## src/rtl/servo_ramp_ctrl.sv

```systemverilog
// Multi-channel servo position scheduler: once per frame, slews each channel's pulse length toward its target.
// Optional build macro SERVO_RAMP_CLAMP_EN clamps accepted targets to [MIN_US, MAX_US].
module servo_ramp_ctrl #(
  parameter int CLK_F     = 50,
  parameter int FRAME_US  = 20000,
  parameter int NUM_CH    = 4,
  parameter int CENTER_US = 1500,
  parameter int MIN_US    = 1000,
  parameter int MAX_US    = 2000
) (
  input  logic                  CLK,
  input  logic                  RST_N,
  input  logic                  cmd_valid,
  output logic                  cmd_ready,
  input  logic [2:0]            cmd_ch,
  input  logic [15:0]           cmd_target,
  input  logic [7:0]            cmd_step,
  output logic [NUM_CH*16-1:0]  pulse_len,
  output logic [NUM_CH-1:0]     busy,
  output logic                  frame_tick,
  output logic                  dbg_state
);

  localparam int PW = (CLK_F > 1) ? $clog2(CLK_F) : 1;
  localparam int UW = (FRAME_US > 1) ? $clog2(FRAME_US) : 1;
  localparam int IW = $clog2(NUM_CH);
  localparam logic [PW-1:0] PRE_LAST = PW'(CLK_F - 1);
  localparam logic [UW-1:0] US_LAST  = UW'(FRAME_US - 1);
  localparam logic [IW-1:0] IDX_LAST = IW'(NUM_CH - 1);
  localparam logic [15:0]   CENTER   = 16'(CENTER_US);

  if (MIN_US > MAX_US) begin : g_bad_limits
    $error("servo_ramp_ctrl: MIN_US must not exceed MAX_US");
  end

  typedef enum logic {IDLE = 1'b0, UPDATE = 1'b1} state_t;

  state_t          state;
  logic [IW-1:0]   idx;
  logic [PW-1:0]   prescaler;
  logic [UW-1:0]   us_cnt;
  logic [15:0]     cur  [NUM_CH];
  logic [15:0]     tgt  [NUM_CH];
  logic [7:0]      step [NUM_CH];

  logic            pre_wrap;
  logic            cmd_accept;
  logic [15:0]     tgt_in;
  logic [15:0]     sel_cur;
  logic [15:0]     sel_tgt;
  logic [7:0]      sel_step;
  logic [16:0]     diff;
  logic [15:0]     slew_next;

  // Handshake: a command transfers on any rising CLK where cmd_valid && cmd_ready;
  // the source must hold cmd_valid and the payload stable until that edge.
  assign cmd_accept = cmd_valid && cmd_ready;
  assign pre_wrap   = (prescaler == PRE_LAST);
  assign frame_tick = pre_wrap && (us_cnt == US_LAST);
  assign dbg_state  = (state == UPDATE);

  always_ff @(posedge CLK) begin
    if (!RST_N) begin
      prescaler <= '0;
      us_cnt    <= '0;
    end else if (pre_wrap) begin
      prescaler <= '0;
      us_cnt    <= (us_cnt == US_LAST) ? '0 : us_cnt + 1'b1;
    end else begin
      prescaler <= prescaler + 1'b1;
    end
  end

  always_comb begin
    tgt_in = cmd_target;
`ifdef SERVO_RAMP_CLAMP_EN
    if (cmd_target < 16'(MIN_US))      tgt_in = 16'(MIN_US);
    else if (cmd_target > 16'(MAX_US)) tgt_in = 16'(MAX_US);
`endif
  end

  // Slew datapath for the channel currently addressed by idx.
  always_comb begin
    sel_cur  = cur[0];
    sel_tgt  = tgt[0];
    sel_step = step[0];
    for (int n = 1; n < NUM_CH; n++) begin
      if (idx == IW'(n)) begin
        sel_cur  = cur[n];
        sel_tgt  = tgt[n];
        sel_step = step[n];
      end
    end
    if (sel_cur > sel_tgt) diff = {1'b0, sel_cur} - {1'b0, sel_tgt};
    else                   diff = {1'b0, sel_tgt} - {1'b0, sel_cur};
    if (sel_step == 8'd0 || diff <= {9'd0, sel_step}) slew_next = sel_tgt;
    else if (sel_cur < sel_tgt)                       slew_next = sel_cur + {8'd0, sel_step};
    else                                              slew_next = sel_cur - {8'd0, sel_step};
  end

  // Command writes happen in the same edge as the IDLE->UPDATE transition, so
  // a command colliding with frame_tick is already in tgt when UPDATE reads it.
  always_ff @(posedge CLK) begin
    if (!RST_N) begin
      state     <= IDLE;
      idx       <= '0;
      cmd_ready <= 1'b1;
      for (int n = 0; n < NUM_CH; n++) begin
        cur[n]  <= CENTER;
        tgt[n]  <= CENTER;
        step[n] <= 8'd0;
      end
    end else begin
      for (int n = 0; n < NUM_CH; n++) begin
        if (cmd_accept && cmd_ch == 3'(n)) begin
          tgt[n]  <= tgt_in;
          step[n] <= cmd_step;
        end
      end
      case (state)
        IDLE: begin
          if (frame_tick) begin
            state     <= UPDATE;
            idx       <= '0;
            cmd_ready <= 1'b0;
          end
        end
        UPDATE: begin
          for (int n = 0; n < NUM_CH; n++) begin
            if (idx == IW'(n)) cur[n] <= slew_next;
          end
          if (idx == IDX_LAST) begin
            state     <= IDLE;
            idx       <= '0;
            cmd_ready <= 1'b1;
          end else begin
            idx <= idx + 1'b1;
          end
        end
        default: begin
          state     <= IDLE;
          cmd_ready <= 1'b1;
        end
      endcase
    end
  end

  for (genvar g = 0; g < NUM_CH; g++) begin : g_ch
    assign pulse_len[16*g +: 16] = cur[g];
    assign busy[g]               = (cur[g] != tgt[g]);
  end

endmodule

```

## config.mk

```make
export PLATFORM = sky130hd
export DESIGN_NAME = servo_ramp_ctrl
export DESIGN_NICKNAME = d
export VERILOG_FILES = /design/src/rtl/servo_ramp_ctrl.sv
export SDC_FILE = /design/constraint.sdc
export NUM_CORES = 1
export LEC_CHECK = 0
export CAP_MARGIN = 10
export CORE_ASPECT_RATIO = 1.5
export CORE_MARGIN = 1
export CORE_UTILIZATION = 70
export DETAILED_ROUTE_END_ITERATION = 8
export DONT_BUFFER_PORTS = 1
export PLACE_DENSITY = 0.85
export SETUP_SLACK_MARGIN = 0.15
export SLEW_MARGIN = 20
export SYNTH_ARGS = -nofsm -noshare
export SYNTH_HDL_FRONTEND = slang
export SYNTH_SLANG_ARGS = --single-unit
export TNS_END_PERCENT = 10
```

## constraint.sdc

```tcl
create_clock -name CLK -period 22.2 [get_ports CLK]
set_clock_uncertainty 0.2 [all_clocks]
set_input_delay 1.11 -clock CLK [delete_from_list [all_inputs] [get_ports CLK]]
set_output_delay 1.11 -clock CLK [all_outputs]
set_load 0.005 [all_outputs]
```

# Word-level counts from Yosys, hierarchy flattened
# Memories as Yosys holds them, arrays and structs flattened.
# Index checks and enable logic that the tools add are counted.
dict set report totals {
  ff_bits 25
  mem_bits_rw 160
  input_bits 30
  output_inout_bits 71
  elab_cells 121
  mem_count 3
}
# name words word_bits rd rd_clocked_by_memory_dff write_ports line
set memory_table {}
lappend memory_table {cur 4 16 4 0 4 42} ;# logic [15:0] cur [NUM_CH];
lappend memory_table {tgt 4 16 4 0 4 43} ;# logic [15:0] tgt [NUM_CH];
lappend memory_table {step 4 8 4 0 4 44} ;# logic [7:0] step [NUM_CH];
dict set report op_classes {
  n_addsub 7
  magnitude_cmp 3
  eq_ne 14
  muxes 63
  bitwise 14
  reduce_logical 12
}
# cell count
set op_table {}
lappend op_table {{$mux 16} 16}
lappend op_table {{$ne 16x16->1} 4}
lappend op_table {{$mux 8} 7}
lappend op_table {{$sub 16x16->17} 2}
lappend op_table {{$mux 1} 33}
lappend op_table {{$le 17x8->1} 1}
lappend op_table {{$mux 17} 1}
lappend op_table {{$add 16x8->16} 1}
lappend op_table {{$gt 16x16->1} 1}
lappend op_table {{$lt 16x16->1} 1}
lappend op_table {{$sub 16x8->16} 1}
lappend op_table {{$add 15x1->15 const B} 1}
lappend op_table {{$eq 15x15->1 const B} 1}
lappend op_table {{$mux 15} 1}
lappend op_table {{$or 1x1->1} 12}
lappend op_table {{$logic_not 8->1} 1}
lappend op_table {{$add 6x1->6 const B} 1}
lappend op_table {{$eq 3x2->1 const B} 2}
lappend op_table {{$eq 6x6->1 const B} 1}
lappend op_table {{$logic_and 1x1->1} 6}
lappend op_table {{$eq 2x2->1 const B} 2}
lappend op_table {{$mux 2} 2}
lappend op_table {{$pmux 1 s2} 2}
lappend op_table {{$pmux 2 s2} 1}
lappend op_table {{other kinds (11)} 12}

# Logic depth before layout (Yosys ltp)
# Gate-level depths: netlist of the first run.
dict set report depth {
  depth_word 10
  depth_mapped 33
  mapped_depth_nobuf 28
}

# Least setup slack after synthesis of the first run
# Ideal clock, no wire load.
dict set report synth_timing {
  kind {reg-to-reg}
  start {register idx[0]}
  end {memory cur[0][1], data pin}
  setup_time_ns 0.283
  arrival_ns 6.770
  t_required_ns 21.717
  path_slack_ns 14.946
  stages_incl_launch_ff 31
  path_buffers 8
  synth_period_minus_slack_ns 7.254
  cell_sequence {dfxtp_1 -> inv_1 -> ha_1 -> clkbuf_1 -> buf_1 -> buf_1 -> buf_1 -> clkbuf_1 -> a211oi_1 -> o31ai_1 -> ha_1 -> nor2b_1 -> o2111a_1 -> or4b_4 -> a21o_1 -> and2_4 -> clkbuf_1 -> mux2i_1 -> ha_1 -> nor2b_1 -> o21a_1 -> o21a_1 -> o211ai_1 -> a21o_1 -> a21oi_1 -> a21oi_1 -> or4b_1 -> buf_6 -> o31ai_4 -> buf_6 -> a211oi_1}
}
# element line
set synth_lines {}
lappend synth_lines {{from (decl)} 39} ;# logic [IW-1:0] idx;
lappend synth_lines {{from (signal assigned)} 137} ;# idx <= idx + 1'b1;
lappend synth_lines {{to (decl)} 42}

==> flow_summary.ini, run 1 <==
[setup_path]
crit_arrival_ns = 8.03
crit_required_ns = 22.14
startpoint_type = flip-flop
r2r_slack_ns = 14.11
cp_common_cell = a21oi_1
worstSetupEndpointType = flip-flop
critical_path_class = flip-flop to flip-flop
crit_path_max_incr_delay_ns = 0.76
crit_slowest_cell = or4b_1
cp_max_fo = 58

[sta]
finalMaxSlewViolations = 0
worst_hold_slack_ns = 0.273
slew_headroom = 0.218
hold_viol = 0
finalSetupTns_ns = 0
finalCriticalPeriod_ns = 8.09
max_freq_mhz = 124
worst_pin_slew_ns = 1.16
fin_crit_sh = 0.364
setup_viol = 0
rsz0062_at_grt = false

[route]
drc_errors = 0
postRouteAntennaNets = 0
detail_route.wl_per_cell_um = 26.5
drt-total-wl_mm = 37.8
via_per_inst = 7.02
drt-initial-drc-count = 1348
drt_pass1_iterations = 5
vias = 10000

[floorplanning]
start_util = 0.712
coreArea_mm2 = 0.0173
num_rows = 59
num_io_pins = 101
die_h_um = 164
die_x_um = 110
die-area_mm2 = 0.0181

[cells_and_area]
drive_gt1_frac = 0.0675
syn_to_final_growth_pct = 6.01
nets = 1299
fin_util = 0.754
antennaDiodeCount = 0

[logic_synthesis]
synth_edf_count = 160
synth_cells = 1232
synth-xor-area-share = 0.0783
syn-cell-area_mm2 = 0.0123
ys_types = 69
synth_common_cells = 160 x edfxtp_1, 90 x nor2_1, 84 x xor2_1
synth_area_leaders = edfxtp_1 39%, ha_1 6.5%, xor2_1 6.0%
synth_top_area_share = 0.391
synth_seq_cells = 185
synth_compound_area_frac = 0.166
yosysTopAreaCell = edfxtp_1
synth_fa_ha_area_frac = 0.0700
synth.mux.area_fraction = 0.0285
synth-async-reset-ratio = 0
synth_top_family_by_area = simple AND/OR/NAND/NOR gates
ys_warn_count = 0
synth-simple-area-share = 0.186
yosysMostFrequentCell = edfxtp_1
seq_area_frac_synth = 0.432
syn_avg_cell_area_um2 = 9.98
ys.flop_type = edfxtp_1
synth_fp_nets = 1329

[power]
swShare = 0.302
power_density_mw_per_mm2 = 66.1
seqPwrFrac = 0.462
power_frac_comb = 0.182
vdd_drop_max_mv = 0.0630
intPower_uw = 602
p_sw_uw = 260
p_leak_uw = 0.00464
pwr-share-clk = 0.355

[grt]
grt_max_degree = 84
grt_pass1_vias = 9672
track_usage = 0.437
grt-ovfl-total = 0
antenna_found_initial = 0
grt_first_pass_wirelength_mm = 56.3

[cts]
htreeDepth = 4
post_cts_resized = 0
cts.clk_slew.worst_paths_ns = 0.07
cts_sinks = 185
clk_latency_ns = 0.44
postCtsSetupBuffers = 0
cts_root_buf = clkbuf_16
cts_made_buffers = 17
cts_tree = built
clock_path_buffers = 2
ctsHoldBuffers = 0

[placement]
portBuffers = 0
post-dp-hpwl_mm = 26.6
gp_congestion = 1.05

[min_path]
hp-class = flip-flop to flip-flop

[flow_run]
max_cap_violations = 0

[outcome]
outcome = finished clean
==> worst paths after layout <==
| kind | from | endpoint | depth (start not counted) |
|---|---|---|---|
| max | idx[1] | cur[1][9] | 28 |
| min | prescaler[0] | prescaler[0] | 1 |
| max reg2reg | idx[1] | cur[1][9] | 28 |
| min reg2reg | prescaler[0] | prescaler[0] | 1 |
==> worst max-delay path, delay by kind of cell (launching register included) <==
family / cells / cell delay, ns
simple gates: 5 / 1.74
xor+xnor: 1 / 0.17
mux: 2 / 0.53
compound gates: 13 / 2.69
buf+inv: 4 / 1.21
flops: 1 / 0.34
fa+ha+maj: 3 / 0.87
==> kinds of logic (layout without fill, tap and decap cells) <==
family / count (synthesis) / in the layout
AO/OA/AOI/OAI: 290 / 290
flip-flops: 185 / 185
buffers and inverters: 118 / 101
XOR/XNOR: 109 / 109
adder cells (fa/ha/maj): 67 / 67
AND/OR/NAND/NOR: 428 / 428
multiplexers: 35 / 35
==> through the flow <==
step	worst slack, ns	area, um2	power, uW	std cells
final	14.11	13000	862	1428
after global placement	14.62	12400	548	1394
after detailed placement	14.39	12400	552	1394
after floorplan	14.95	12300	511	1232
after global routing	13.59	13000	884	1428
after CTS	14.28	13000	852	1426
==> per-layer routing <==
metal | vias up | GRT usage | wire length (um)
met2 | 672 | 0.680 | 17800
met1 | 4731 | 0.459 | 11900
met4 | 2 | 0.346 | 3190
li1 | 4449 | - | -
met5 | - | 0 | 82
met3 | 171 | 0.184 | 4830
==> final cells by class <==
| class | count | area, um2 |
|---|---|---|
| multi-input cells | 929 | 6550 |
| clock buffers | 19 | 433 |
| inverters | 52 | 195 |
| fillers | 1189 | 4250 |
| clock inverters | 13 | 156 |
| well taps | 213 | 267 |
| repair buffers | 17 | 128 |
| flip-flops and latches | 185 | 5310 |
==> flip-flops by register name (all words and copies together), names as in the netlist <==
| register | flops |
|---|---|
| cmd_ready | 1 |
| cur | 64 |
| dbg_state | 1 |
| idx | 2 |
| prescaler | 6 |
| step | 32 |
| tgt | 64 |
| us_cnt | 15 |
==> cells in the final DEF, fill, tap and decap left out, types with 24 or more instances in the layout <==
master	count
a211oi_1	54
a21oi_1	81
and2_1	74
dfxtp_1	25
edfxtp_1	160
ha_1	61
inv_1	52
mux2i_1	35
nand2_1	70
nor2_1	88
nor2b_1	42
o211ai_1	31
o21ai_0	29
or3_1	28
xnor2_1	24
xor2_1	84
==> power by group through the flow <==
stage	logic, uW	registers [uW]	clock network, uW
finish	157	398	306
global route	169	399	316
CTS	149	398	306
detailed placement	147	405	0
global placement	144	405	0
floorplan	109	402	0
Power figures use the tool's default switching activity.
==> inputs of run 2 (changes only) <==
CORE_UTILIZATION = 65   (was 70)
PLACE_DENSITY = 0.8   (was 0.85)
clock period = 7.6 ns   (was 22.2 ns; I/O delays follow)
==> run 2 against run 1 <==
Final area rose by 4.4%; combinational power rose to 3.1 times the previous value; highest routed layer is now met4; critical endpoint is now cur[1][14]; first-iteration DRC count is 21% lower.
==> flow_summary.ini, run 2 (synthesis gave the netlist of run 1 again) <==
[cts]
cts_sinks = 185
clk_latency_ns = 0.45
cts.clk_slew.worst_paths_ns = 0.07
cts_made_buffers = 17
cts_root_buf = clkbuf_16
clock_path_buffers = 2
cts_tree = built
htreeDepth = 4

[cells_and_area]
ff_latch_area_mm2 = 0.00531
finalNonFillerCells = 1522
antennaDiodeCount = 0
syn_to_final_growth_pct = 10.6
multi_input_area_mm2 = 0.00657
nets = 1354
reg_top3 = cur x64, tgt x64, step x32
num-fill-cells = 1335
most-common-layout-cells = 160 x edfxtp_1, 89 x nor2_1, 84 x xor2_1, 81 x a21oi_1, 74 x and2_1
layout_commonest_cell = edfxtp_1
drive_gt1_frac = 0.0874

[setup_path]
crit_arrival_ns = 7.09
crit_slowest_cell = or4b_4
r2r-start = idx[1]
crit_path_max_incr_delay_ns = 0.54
cp_common_cell = nor2_1
critPathLaunch = idx[1]
startpoint_type = flip-flop
critical_path_class = flip-flop to flip-flop
crit_required_ns = 7.57
worstSetupEndpointType = flip-flop
cp_max_fo = 16

[flow_run]
max_cap_violations = 0

[placement]
gp_congestion = 1.04
portBuffers = 0
post-dp-hpwl_mm = 30.0
dp_cells = 1463

[sta]
finalMaxSlewViolations = 0
hold_viol = 0
worst_pin_slew_ns = 1.16
fin_crit_sh = 0.937
slew_headroom = 0.221
finalSetupTns_ns = 0
finalCriticalPeriod_ns = 7.12
setup_viol = 0
worst_hold_slack_ns = 0.00775
rsz0062_at_grt = false
max_freq_mhz = 140

[grt]
grt_first_pass_wirelength_mm = 58.4
grt_pass1_vias = 9876
grt-ovfl-total = 0
grt_max_degree = 47
antenna_found_initial = 0
track_usage = 0.416

[floorplanning]
num_rows = 61
num_io_pins = 101
coreArea_mm2 = 0.0185
die_x_um = 114
die_h_um = 170
die-area_mm2 = 0.0195
start_util = 0.663

[outcome]
outcome = finished clean

[route]
vias = 10200
via_per_inst = 6.69
detail_route.wl_per_cell_um = 26.2
drt-total-wl_mm = 39.8
drt_pass1_iterations = 7
drt-initial-drc-count = 1071
drc_errors = 0
postRouteAntennaNets = 0

[min_path]
min_from = cmd_ch[1]
hp-class = input pin to flip-flop

[power]
power_frac_comb = 0.192
intPower_uw = 1770
p_sw_uw = 759
pwr-share-clk = 0.348
p_leak_uw = 0.00490
power_density_mw_per_mm2 = 186
vdd_drop_max_mv = 0.202
seqPwrFrac = 0.461
swShare = 0.300
run 2: changes by cell type in the layout (fill, tap and decap cells not counted), sizes merged:
cell and change:
clkinv +2, buf +29, clkinvlp -1, dlygate4sd3 +25
clkbuf -1, inv +1
run 2: through the flow:
step | util | total power [uW] | instance area, um2 | setup WS (ns)
2_1_floorplan | - | 1490 | 12300 | 0.346
3_3_place_gp | 0.684 | 1630 | 12700 | 0.220
3_5_place_dp | 0.684 | 1630 | 12700 | 0.201
4_1_cts | 0.729 | 2510 | 13500 | 0.167
5_1_grt | 0.733 | 2600 | 13600 | 0.164
6_report | 0.733 | 2530 | 13600 | 0.481
run 2: area by class of cell:
cell class	instances	share of cell area
multi-input combinational	929	0.483
sequential	185	0.390
clock inverter	15	0.0116
tap	252	0.0232
inverter	52	0.0144
clock buffer	17	0.0313
timing repair buffer	72	0.0462
run 2: timing repair:
item | 4_1_cts | 5_1_grt
setup endpoints to repair | 0 | 64
hold buffers | 25 | 0
buffers inserted | 0 | 2
hold endpoints to repair | 105 | 0
resized for setup | 0 | 4
run 2: power by group through the flow:
stage	registers (uW)	clock network [uW]	logic (uW)
after floorplan	1170	0	318
after global placement	1180	0	444
after detailed placement	1190	0	448
after CTS	1160	883	468
after global routing	1170	915	517
final	1170	880	485
run 2: path summary, 6_finish.rpt:
kind / end / slack (ns) / depth (start not counted)
worst max-delay path: cur[1][14] / 0.48 / 28
worst min-delay path: tgt[0][3] / 0.008 / 2
worst max register to register: cur[1][14] / 0.48 / 28
worst min register to register: us_cnt[11] / 0.28 / 2
run 2: metal layers:
layer,vias up,global-route usage,part of all wire
met5,-,0,0
met4,0,0.352,0.095
met3,207,0.102,0.10
met2,677,0.695,0.48
met1,4744,0.439,0.32
li1,4558,-,-
run 2: worst max-delay path, delay by kind of cell, from the launching register on:
family,cells,cell delay [ns]
DFF,1,0.37
adders and majority gates,3,1.07
muxes,1,0.29
buffers and inverters,3,0.42
xor gates and xnor gates,2,0.32
and+or+nand+nor,6,1.12
AOI/OAI and AO/OA,13,3.05
